### src/rtl/note_detector.sv
// note_detector: measures the period of a square-wave tone and decodes it
// to a semitone index (octave*12 + semitone, index 0 = A2 at 110 Hz).
// Ports: CLK100MHZ clock; CPU_RESETN async active-low reset; tone_in async
//   square wave; note[5:0] decoded index; note_valid one-cycle update pulse;
//   tone_present in-range tone seen; range_err one-cycle out-of-range pulse;
//   busy decode FSM not idle.
// Option: define NOTE_DET_STABLE_EN to require two identical consecutive
//   decodes before note is updated.
module note_detector #(
  parameter int unsigned CLKSPEED     = 100000000,
  parameter int unsigned TIMEOUT_BITS = 21
) (
  input  logic       CLK100MHZ,
  input  logic       CPU_RESETN,
  input  logic       tone_in,
  output logic [5:0] note,
  output logic       note_valid,
  output logic       tone_present,
  output logic       range_err,
  output logic       busy
);

  // Thresholds are given for a 100 MHz clock and scale with CLKSPEED.
  function automatic logic [23:0] scl(input longint unsigned c100);
    return 24'((c100 * 64'(CLKSPEED)) / 64'd100000000);
  endfunction

  localparam logic [23:0] B_HI = scl(64'd935729);
  localparam logic [23:0] B_LO = scl(64'd467865);
  localparam logic [23:0] T1   = scl(64'd883214);
  localparam logic [23:0] T2   = scl(64'd833640);
  localparam logic [23:0] T3   = scl(64'd786852);
  localparam logic [23:0] T4   = scl(64'd742690);
  localparam logic [23:0] T5   = scl(64'd701003);
  localparam logic [23:0] T6   = scl(64'd661660);
  localparam logic [23:0] T7   = scl(64'd624525);
  localparam logic [23:0] T8   = scl(64'd589474);
  localparam logic [23:0] T9   = scl(64'd556390);
  localparam logic [23:0] T10  = scl(64'd525163);
  localparam logic [23:0] T11  = scl(64'd495686);

  localparam logic [TIMEOUT_BITS-1:0] CNT_TOP = '1;
  localparam logic [TIMEOUT_BITS-1:0] CNT_ONE = 1;

  typedef enum logic [2:0] {
    IDLE,
    NORM,
    CHECK,
    SEARCH,
    EMIT
  } state_t;

  state_t state, state_n;

  logic s0, s1, s2;
  logic rise;
  logic tmo;
  logic cap;
  logic armed;
  logic [TIMEOUT_BITS-1:0] cnt;

  logic [23:0] w, w_n;
  logic [2:0]  oct, oct_n;
  logic [3:0]  semi, semi_n;
  logic [3:0]  s, s_n;
  logic [5:0]  note_n;
  logic        nv_n, re_n, tp_n;
  logic [23:0] t_sel;
  logic [5:0]  dec;

`ifdef NOTE_DET_STABLE_EN
  logic [5:0] prev, prev_n;
  logic       pvld, pvld_n;
`endif

  assign rise = s1 & ~s2;
  // Fires once, on the cycle the counter steps into saturation.
  assign tmo  = ~rise & (cnt == (CNT_TOP - CNT_ONE));
  assign cap  = rise & armed & (state == IDLE);
  assign busy = (state != IDLE);
  assign dec  = 6'((7'(oct) * 7'd12) + 7'(semi));

  always_ff @(posedge CLK100MHZ or negedge CPU_RESETN) begin
    if (!CPU_RESETN) begin
      s0    <= 1'b0;
      s1    <= 1'b0;
      s2    <= 1'b0;
      cnt   <= '0;
      armed <= 1'b0;
    end else begin
      s0 <= tone_in;
      s1 <= s0;
      s2 <= s1;
      if (rise) begin
        cnt   <= '0;
        armed <= 1'b1;
      end else begin
        if (cnt != CNT_TOP) cnt <= cnt + CNT_ONE;
        if (tmo) armed <= 1'b0;
      end
    end
  end

  always_comb begin
    t_sel = '0;
    case (s)
      4'd1:    t_sel = T1;
      4'd2:    t_sel = T2;
      4'd3:    t_sel = T3;
      4'd4:    t_sel = T4;
      4'd5:    t_sel = T5;
      4'd6:    t_sel = T6;
      4'd7:    t_sel = T7;
      4'd8:    t_sel = T8;
      4'd9:    t_sel = T9;
      4'd10:   t_sel = T10;
      4'd11:   t_sel = T11;
      default: t_sel = '0;
    endcase
  end

  always_comb begin
    state_n = state;
    w_n     = w;
    oct_n   = oct;
    semi_n  = semi;
    s_n     = s;
    note_n  = note;
    nv_n    = 1'b0;
    re_n    = 1'b0;
    tp_n    = tone_present;
`ifdef NOTE_DET_STABLE_EN
    prev_n  = prev;
    pvld_n  = pvld;
`endif
    unique case (state)
      IDLE: begin
        if (cap) begin
          w_n     = 24'(cnt) + 24'd1;
          oct_n   = '0;
          state_n = NORM;
        end
      end
      NORM: begin
        if (w < B_LO && oct < 3'd5) begin
          w_n   = w << 1;
          oct_n = oct + 3'd1;
        end else begin
          state_n = CHECK;
        end
      end
      CHECK: begin
        if (w < B_LO || w > B_HI) begin
          re_n    = 1'b1;
          tp_n    = 1'b0;
          state_n = IDLE;
`ifdef NOTE_DET_STABLE_EN
          pvld_n  = 1'b0;
`endif
        end else begin
          semi_n  = '0;
          s_n     = 4'd1;
          state_n = SEARCH;
        end
      end
      SEARCH: begin
        // Thresholds descend, so the last one passed gives the semitone.
        if (w < t_sel) semi_n = s;
        if (s == 4'd11) state_n = EMIT;
        else s_n = s + 4'd1;
      end
      EMIT: begin
        state_n = IDLE;
`ifdef NOTE_DET_STABLE_EN
        prev_n = dec;
        pvld_n = 1'b1;
        if (pvld && prev == dec) begin
          note_n = dec;
          nv_n   = 1'b1;
          tp_n   = 1'b1;
        end
`else
        note_n = dec;
        nv_n   = 1'b1;
        tp_n   = 1'b1;
`endif
      end
      default: state_n = IDLE;
    endcase
    // Loss of tone overrides anything the FSM produced this cycle.
    if (tmo) begin
      note_n = '0;
      nv_n   = 1'b0;
      tp_n   = 1'b0;
`ifdef NOTE_DET_STABLE_EN
      pvld_n = 1'b0;
`endif
    end
  end

  always_ff @(posedge CLK100MHZ or negedge CPU_RESETN) begin
    if (!CPU_RESETN) begin
      state        <= IDLE;
      w            <= '0;
      oct          <= '0;
      semi         <= '0;
      s            <= '0;
      note         <= '0;
      note_valid   <= 1'b0;
      range_err    <= 1'b0;
      tone_present <= 1'b0;
`ifdef NOTE_DET_STABLE_EN
      prev         <= '0;
      pvld         <= 1'b0;
`endif
    end else begin
      state        <= state_n;
      w            <= w_n;
      oct          <= oct_n;
      semi         <= semi_n;
      s            <= s_n;
      note         <= note_n;
      note_valid   <= nv_n;
      range_err    <= re_n;
      tone_present <= tp_n;
`ifdef NOTE_DET_STABLE_EN
      prev         <= prev_n;
      pvld         <= pvld_n;
`endif
    end
  end

endmodule

### config.mk
export PLATFORM = sky130hd
export DESIGN_NAME = note_detector
export DESIGN_NICKNAME = d
export VERILOG_FILES = /design/src/rtl/note_detector.sv
export SDC_FILE = /design/constraint.sdc
export NUM_CORES = 1
export LEC_CHECK = 0
export ABC_AREA = 1
export ABC_CLOCK_PERIOD_IN_PS = 2600
export BUFFER_PORTS_ARGS = -buffer_cell sky130_fd_sc_hd__buf_2
export CAP_MARGIN = 20
export CORE_UTILIZATION = 35
export CTS_CLUSTER_DIAMETER = 200
export DETAILED_ROUTE_END_ITERATION = 10
export PLACE_DENSITY_LB_ADDON = 0.2
export SYNTH_ARGS = -nofsm -noshare
export SYNTH_HDL_FRONTEND = slang
export SYNTH_SLANG_ARGS = --single-unit
### constraint.sdc
create_clock -name CLK100MHZ -period 2.6 [get_ports CLK100MHZ]
set_input_delay 0.26 -clock CLK100MHZ [delete_from_list [all_inputs] [get_ports CLK100MHZ]]
set_output_delay 0.26 -clock CLK100MHZ [all_outputs]
set_load 0.03 [all_outputs]
==> flow_metrics.py, run 1 <==
metrics = {
    "clock_tree": {
        "clkTransAtPathRegs_ps": 60,
        "cts_max_level": 3,
        "cts_tree": "built",
        "clkLatencyLatePin_ps": 340,
        "numCtsBuffers": 9,
        "cts_buffer_depth": 2,
        "cts.sinks": 72,
        "cts-root-buf": "clkbuf_16",
    },
    "yosys": {
        "synth_area_mm2": 0.00482,
        "ys_async_sr_fraction_pct": 100,
        "mappedNetlistNets": 707,
        "syn_inst": 668,
        "yosysTopAreaCell": "dfrtp_1",
        "synth_edf_count": 0,
        "yosysTopAreaCellShare_pct": 37.4,
        "ys_seq_area_share_pct": 37.4,
        "synth.area.top_cells": "dfrtp_1 (37%), nand2_1 (19%), ha_1 (8.8%), nand3_1 (5.8%), nor2_1 (4.8%)",
        "ys_types": 41,
        "synth.most_common_cell": "nand2_1",
        "ys.flop_type": "dfrtp_1",
        "ys_ff_latch": 72,
        "synthTopCellsByCount": "nand2_1 (238), dfrtp_1 (72), nor2_1 (62)",
        "yosys_warnings": 0,
        "postSynthAreaPerCell_um2": 7.22,
    },
    "place": {
        "place.port_buffers": 12,
        "preCtsSetupSlack_ps": 28.1,
        "gp_congestion": 0.921,
        "dpl.hpwl_mm": 9.64,
        "dpl_cell_area_mm2": 0.00512,
    },
    "final_layout": {
        "final_util_pct": 42.6,
        "diodes": 0,
        "final_cell_area_mm2": 0.00568,
        "fillers": 1361,
        "drive_gt1_share_pct": 14.8,
        "multi_input_area_mm2": 0.00282,
        "regArea_mm2": 0.00180,
        "nets": 739,
        "syn_to_final_growth_pct": 17.9,
    },
    "worst_setup_path": {
        "criticalPathCategory": "register to register",
        "worst-path-stages": 15,
        "worstSetupEndpoint": "semi[1]$_DFFE_PN0P_",
        "arrival_ps": 2700,
        "r2r_slack_ps": 120,
        "required_ps": 2820,
        "startpoint": "s[1]$_DFFE_PN0P_",
        "crit_fanout": 4,
        "worst_r2r_path_depth": 15,
        "cp_slowest_stage_delay_ps": 400,
        "critical_path.most_common_cell": "nand2_1",
        "crit_slowest_cell": "dfrtp_1",
        "cp-start-kind": "register",
        "end_kind": "register",
        "regToRegStartpoint": "s[1]$_DFFE_PN0P_",
        "cpLargestDelayFamily": "simple AND/OR/NAND/NOR gates",
        "cp_num_buf_inv": 2,
        "crit_chain": "buf_6 > buf_4 > ha_2 > o21ai_1 > o21ai_1 > ha_1 > nand2_1 > nor2_2 > nand4_1 > nor4b_2 > nand2_1 > nand2_2 > nand2_2 > nand2_1 > nand2_1",
        "r2r_end": "semi[1]$_DFFE_PN0P_",
    },
    "timing": {
        "worstMarginPinSlew_ps": 947,
        "clock.fmax_ghz": 0.404,
        "hold_violations": 0,
        "setup_violations": 0,
        "post-route-min-period_ps": 2480,
        "final.setup.tns_ps": 0,
        "setup_ws_ps": 122,
        "relSlewSlack_pct": 36.9,
        "layout_worst_path_cycle_share_pct": 95.3,
        "rsz0062_at_grt": "true",
        "worst_clock_skew_ps": 7.19,
        "final-max-slew-violation-count": 0,
    },
    "die": {
        "die_h_um": 119,
        "core_area_mm2": 0.0133,
        "start_util_pct": 36.1,
        "die-area_mm2": 0.0142,
        "rows": 42,
        "io_pins": 13,
        "die_w_um": 119,
    },
    "pwr": {
        "p_total_mw": 5.08,
        "p_leak_nw": 2.94,
        "pwr_density_cell_mw_per_mm2": 894,
        "peakVddDrop_v": 0.000378,
    },
    "route": {
        "dr.pass1.iters": 5,
        "post_drt_wl_per_cell_um": 14.8,
        "via_count": 4522,
        "via_per_inst": 5.13,
        "drc": 0,
        "postRouteAntennaNets": 0,
        "drtIter0Drc": 381,
        "routed_wl_mm": 13.0,
    },
    "run": {
        "drv_cap": 0,
    },
    "global_route": {
        "antenna_found_initial": 0,
        "grt_pass1_wl_mm": 21.6,
        "grt-ovfl-total": 0,
        "grt_pass1_vias": 4248,
        "grt_use_total_pct": 19.5,
        "grt_max_degree": 73,
    },
    "worst_hold_path": {
        "hp-start": "tone_in",
        "worstHoldPathType": "input port to register",
    },
    "run_status": {
        "status": "completed",
    },
}
## cells by family after synthesis
| group | after synthesis | share of synthesized area, % |
|---|---|---|
| adder cells (fa/ha/maj) | 36 | 9.65 |
| buffers and inverters | 79 | 6.75 |
| flip-flops | 72 | 37.4 |
| XOR/XNOR | 20 | 3.63 |
| AND/OR/NAND/NOR | 398 | 35.1 |
| AO/OA/AOI/OAI | 63 | 7.45 |
## area by class of cell
cell class	instances	share of cell area (%)
sequential	72	31.8
clock inverter	5	1.41
clock buffer	11	4.27
timing repair buffer	37	4.76
tap	176	3.88
inverter	63	4.23
multi-input combinational	517	49.7
## sequential cells by signal (all words and copies together) (netlist names)
signal / count
s0: 1
range_err: 1
s1: 1
note_valid: 1
note: 6
armed: 1
cnt: 21
w: 24
oct: 3
state: 3
semi: 4
tone_present: 1
s: 4
s2: 1
## through the flow
| stage | std cells | hold slack (ps) |
|---|---|---|
| floorplan | 668 | -35.6 |
| global placement | 854 | 333 |
| detailed placement | 854 | 339 |
| CTS | 870 | 12.7 |
| global route | 881 | 15.4 |
| finish | 881 | 22.7 |
## timing repair
| item | in CTS | in global routing |
|---|---|---|
| hold buffers | 0 | 0 |
| resized for setup | 4 | 42 |
| setup endpoints to repair | 1 | 4 |
| buffers inserted | 0 | 11 |
| pin swaps | 1 | 23 |
## report_power, final
group / switching (mW) / internal, mW / total [mW]
Clock: 0.483 / 0.864 / 1.35
Sequential: 0.159 / 1.26 / 1.42
Combinational: 1.52 / 0.795 / 2.31
## worst min-delay path by stage
stage	end	slack, ps	cells past startpoint
2_1_floorplan	armed$_DFFE_PN0P_	-40	0
3_3_place_gp	s1$_DFF_PN0_	330	0
3_5_place_dp	s1$_DFF_PN0_	340	0
4_1_cts	s0$_DFF_PN0_	10	1
5_1_grt	s0$_DFF_PN0_	20	1
6_report	s0$_DFF_PN0_	20	1
## per-layer routing
layer | vias up | GRT usage [%] | share of wire, %
li1 | 2221 | - | -
met1 | 2180 | 26.4 | 47
met4 | 0 | 7.27 | 1.5
met5 | - | 0 | 0
met3 | 13 | 2.78 | 4.4
met2 | 108 | 31.4 | 47
## placed cells by master (no fill, tap or decap), types with 3 or more instances in the layout
cell type / count
dfrtp_1: 70
clkbuf_16: 9
nor3_1: 13
xnor2_1: 5
ha_1: 27
o21ai_1: 6
nor2_2: 5
buf_2: 11
nand3b_1: 4
nand2_4: 3
buf_4: 23
a31oi_1: 4
inv_2: 8
nand2_2: 5
o21ai_0: 26
ha_2: 4
inv_1: 54
a21oi_1: 6
a21oi_2: 7
nor2_1: 59
ha_4: 3
nand4_1: 10
nand3_1: 55
nand2_1: 233
xor2_1: 15
clkinvlp_4: 3
No activity file was read; power rests on OpenSTA's default activity.
==> inputs of run 2 (changes only) <==
- ABC_AREA: 1 -> 0
- CTS_CLUSTER_DIAMETER: 200 -> 120
- PLACE_DENSITY_LB_ADDON: 0.2 -> not set
==> flow_metrics.py, run 2 <==
metrics = {
    "run_status": {
        "status": "finished with violations",
        "violations": "negative setup slack",
    },
    "timing": {
        "hold_violations": 0,
        "clock.fmax_ghz": 0.359,
        "layout_worst_path_cycle_share_pct": 107,
        "timing.hold.ws_ps": 32.2,
        "rsz0062_at_grt": "true",
        "post-route-min-period_ps": 2780,
        "worstMarginPinSlew_ps": 707,
        "final-max-slew-violation-count": 0,
        "setup_ws_ps": -182,
        "setup_violations": 4,
        "relSlewSlack_pct": 52.9,
        "worst_clock_skew_ps": 5.35,
    },
    "worst_setup_path": {
        "crit_fanout": 4,
        "cp-start-kind": "register",
        "end_kind": "register",
        "criticalPathCategory": "register to register",
        "arrival_ps": 3000,
        "required_ps": 2820,
        "worst_r2r_path_depth": 12,
    },
    "route": {
        "postRouteAntennaNets": 0,
        "drtIter0Drc": 186,
        "routed_wl_mm": 10.7,
        "post_drt_wl_per_cell_um": 15.0,
        "wl_met2_mm": 5.14,
        "via_per_inst": 5.17,
        "dr.pass1.iters": 4,
        "drc": 0,
        "top_layer": "met4",
        "via_count": 3673,
        "drt-met1-wl_mm": 5.06,
        "wl_met3_um": 248,
    },
    "yosys": {
        "ys_ff_latch": 72,
        "synth.area.top_cells": "dfrtp_1 (41%), ha_1 (9.7%), a21oi_1 (7.9%), nor2_1 (4.8%), nand2_1 (4.3%)",
        "synth.most_common_cell": "dfrtp_1",
        "syn_inst": 488,
        "synthTopCellsByCount": "dfrtp_1 (72), a21oi_1 (69), nor2_1 (56)",
        "yosys_warnings": 0,
        "ys.flop_type": "dfrtp_1",
        "mappedNetlistNets": 527,
        "yosysTopAreaCellShare_pct": 41.2,
        "synth_area_mm2": 0.00438,
        "ys_async_sr_fraction_pct": 100,
        "postSynthAreaPerCell_um2": 8.97,
        "ys_seq_area_share_pct": 41.2,
        "yosysTopAreaCell": "dfrtp_1",
        "ys_types": 61,
        "synth_edf_count": 0,
    },
    "final_layout": {
        "drive_gt1_share_pct": 19.7,
        "largest_reg_flops": 24,
        "final_cell_area_mm2": 0.00537,
        "diodes": 0,
        "fillers": 1212,
        "nets": 576,
        "syn_to_final_growth_pct": 22.7,
        "top_register": "w",
        "most-common-layout-cells": "dfrtp_1 (70), a21oi_1 (66), nor2_1 (56)",
        "fin_cells": 710,
        "layout_commonest_cell": "dfrtp_1",
        "reg_top3": "w x24, cnt x21, note x6",
    },
    "worst_hold_path": {
        "worstHoldPathType": "input port to register",
        "hold_path_depth": 1,
    },
    "clock_tree": {
        "clkTransAtPathRegs_ps": 60,
        "cts-root-buf": "clkbuf_16",
        "cts.sinks": 72,
        "numCtsBuffers": 9,
        "cts_tree": "built",
        "clkLatencyLatePin_ps": 340,
        "cts_buffer_depth": 2,
        "cts_max_level": 3,
    },
    "die": {
        "die-area_mm2": 0.0130,
        "core_area_mm2": 0.0121,
        "start_util_pct": 36.1,
        "die_h_um": 114,
        "io_pins": 13,
        "rows": 40,
        "die_w_um": 114,
    },
    "global_route": {
        "antenna_found_initial": 0,
        "grt_pass1_wl_mm": 18.2,
        "grt-ovfl-total": 0,
        "grt_pass1_vias": 3795,
        "grt_max_degree": 41,
        "grt_use_total_pct": 17.9,
    },
    "place": {
        "gp_congestion": 0.913,
        "dp_cells": 691,
        "dpl_cell_area_mm2": 0.00496,
        "dpl.hpwl_mm": 7.87,
        "place.port_buffers": 12,
    },
    "pwr": {
        "p_leak_nw": 2.44,
        "peakVddDrop_v": 0.000365,
        "p_total_mw": 6.09,
        "pwr_density_cell_mw_per_mm2": 1130,
    },
    "run": {
        "drv_cap": 0,
    },
}
==> run 2: kinds of logic after synthesis <==
logic type	share of synthesized area [%]
compound gates	18.0
xor+xnor	4.60
fa+ha+maj	10.6
buf+inv	3.17
flops	41.2
mux	2.34
simple gates	20.1
==> run 2: power by group <==
part | switching [mW] | leakage (nW) | internal (mW) | total, mW
Sequential | 0.339 | 0.930 | 1.41 | 1.75
Combinational | 1.72 | 1.36 | 1.35 | 3.07
Clock | 0.497 | 0.153 | 0.772 | 1.27
Total | 2.55 | 2.44 | 3.54 | 6.09
==> run 2: final timing paths <==
path,start,to,slack [ps]
worst min-delay path,tone_in,s0$_DFF_PN0_,30
worst max register to register,s[1]$_DFFE_PN0P_,semi[0]$_DFFE_PN0P_,-180
min in group asynchronous,CPU_RESETN,s[0]$_DFFE_PN0P_,400
worst max-delay path,s[1]$_DFFE_PN0P_,semi[0]$_DFFE_PN0P_,-180
max in group asynchronous,CPU_RESETN,w[13]$_DFFE_PN0P_,1450
worst min register to register,s0$_DFF_PN0_,s1$_DFF_PN0_,340
==> run 2: critical path, stage by stage (launching register included) <==
cell	delay (ps)
dfrtp_2	410
inv_4	50
ha_4	270
nand2b_4	60
a21boi_1	120
o22a_1	200
ha_4	260
a2111oi_4	290
a21oi_1	120
a221oi_2	280
nor4_2	90
o21bai_2	200
mux2_4	310
==> run 2: layout make-up <==
cell class	instances	area, um2	share of cell area (%)
Timing Repair Buffer	59	432	8.04
Tap cell	168	210	3.91
Sequential cell	72	1800	33.6
Clock inverter	6	66.3	1.23
Inverter	13	53.8	1.00
Multi-Input combinational cell	382	2560	47.8
Clock buffer	10	239	4.45
==> run 2: layer usage <==
layer	vias to the layer above	track usage [%]
li1	1837	-
met1	1769	22.9
met2	48	29.7
met3	19	3.77
met4	0	6.93
met5	-	0
==> run 2: timing repair <==
action,4_1_cts,5_1_grt
hold endpoints to repair,16,0
buffers inserted,0,2
endpoints found under the setup margin,9,27
pin swaps,2,3
gates resized for setup,6,10
hold buffers,1,0
==> run 2: stage by stage <==
step | util [%] | setup WS [ps] | TNS [ps]
after floorplan | - | -191 | -270
after global placement | 41.0 | -165 | -682
after detailed placement | 41.0 | -204 | -875
after CTS | 43.8 | -166 | -606
after global routing | 44.3 | -309 | -1200
final | 44.3 | -182 | -619
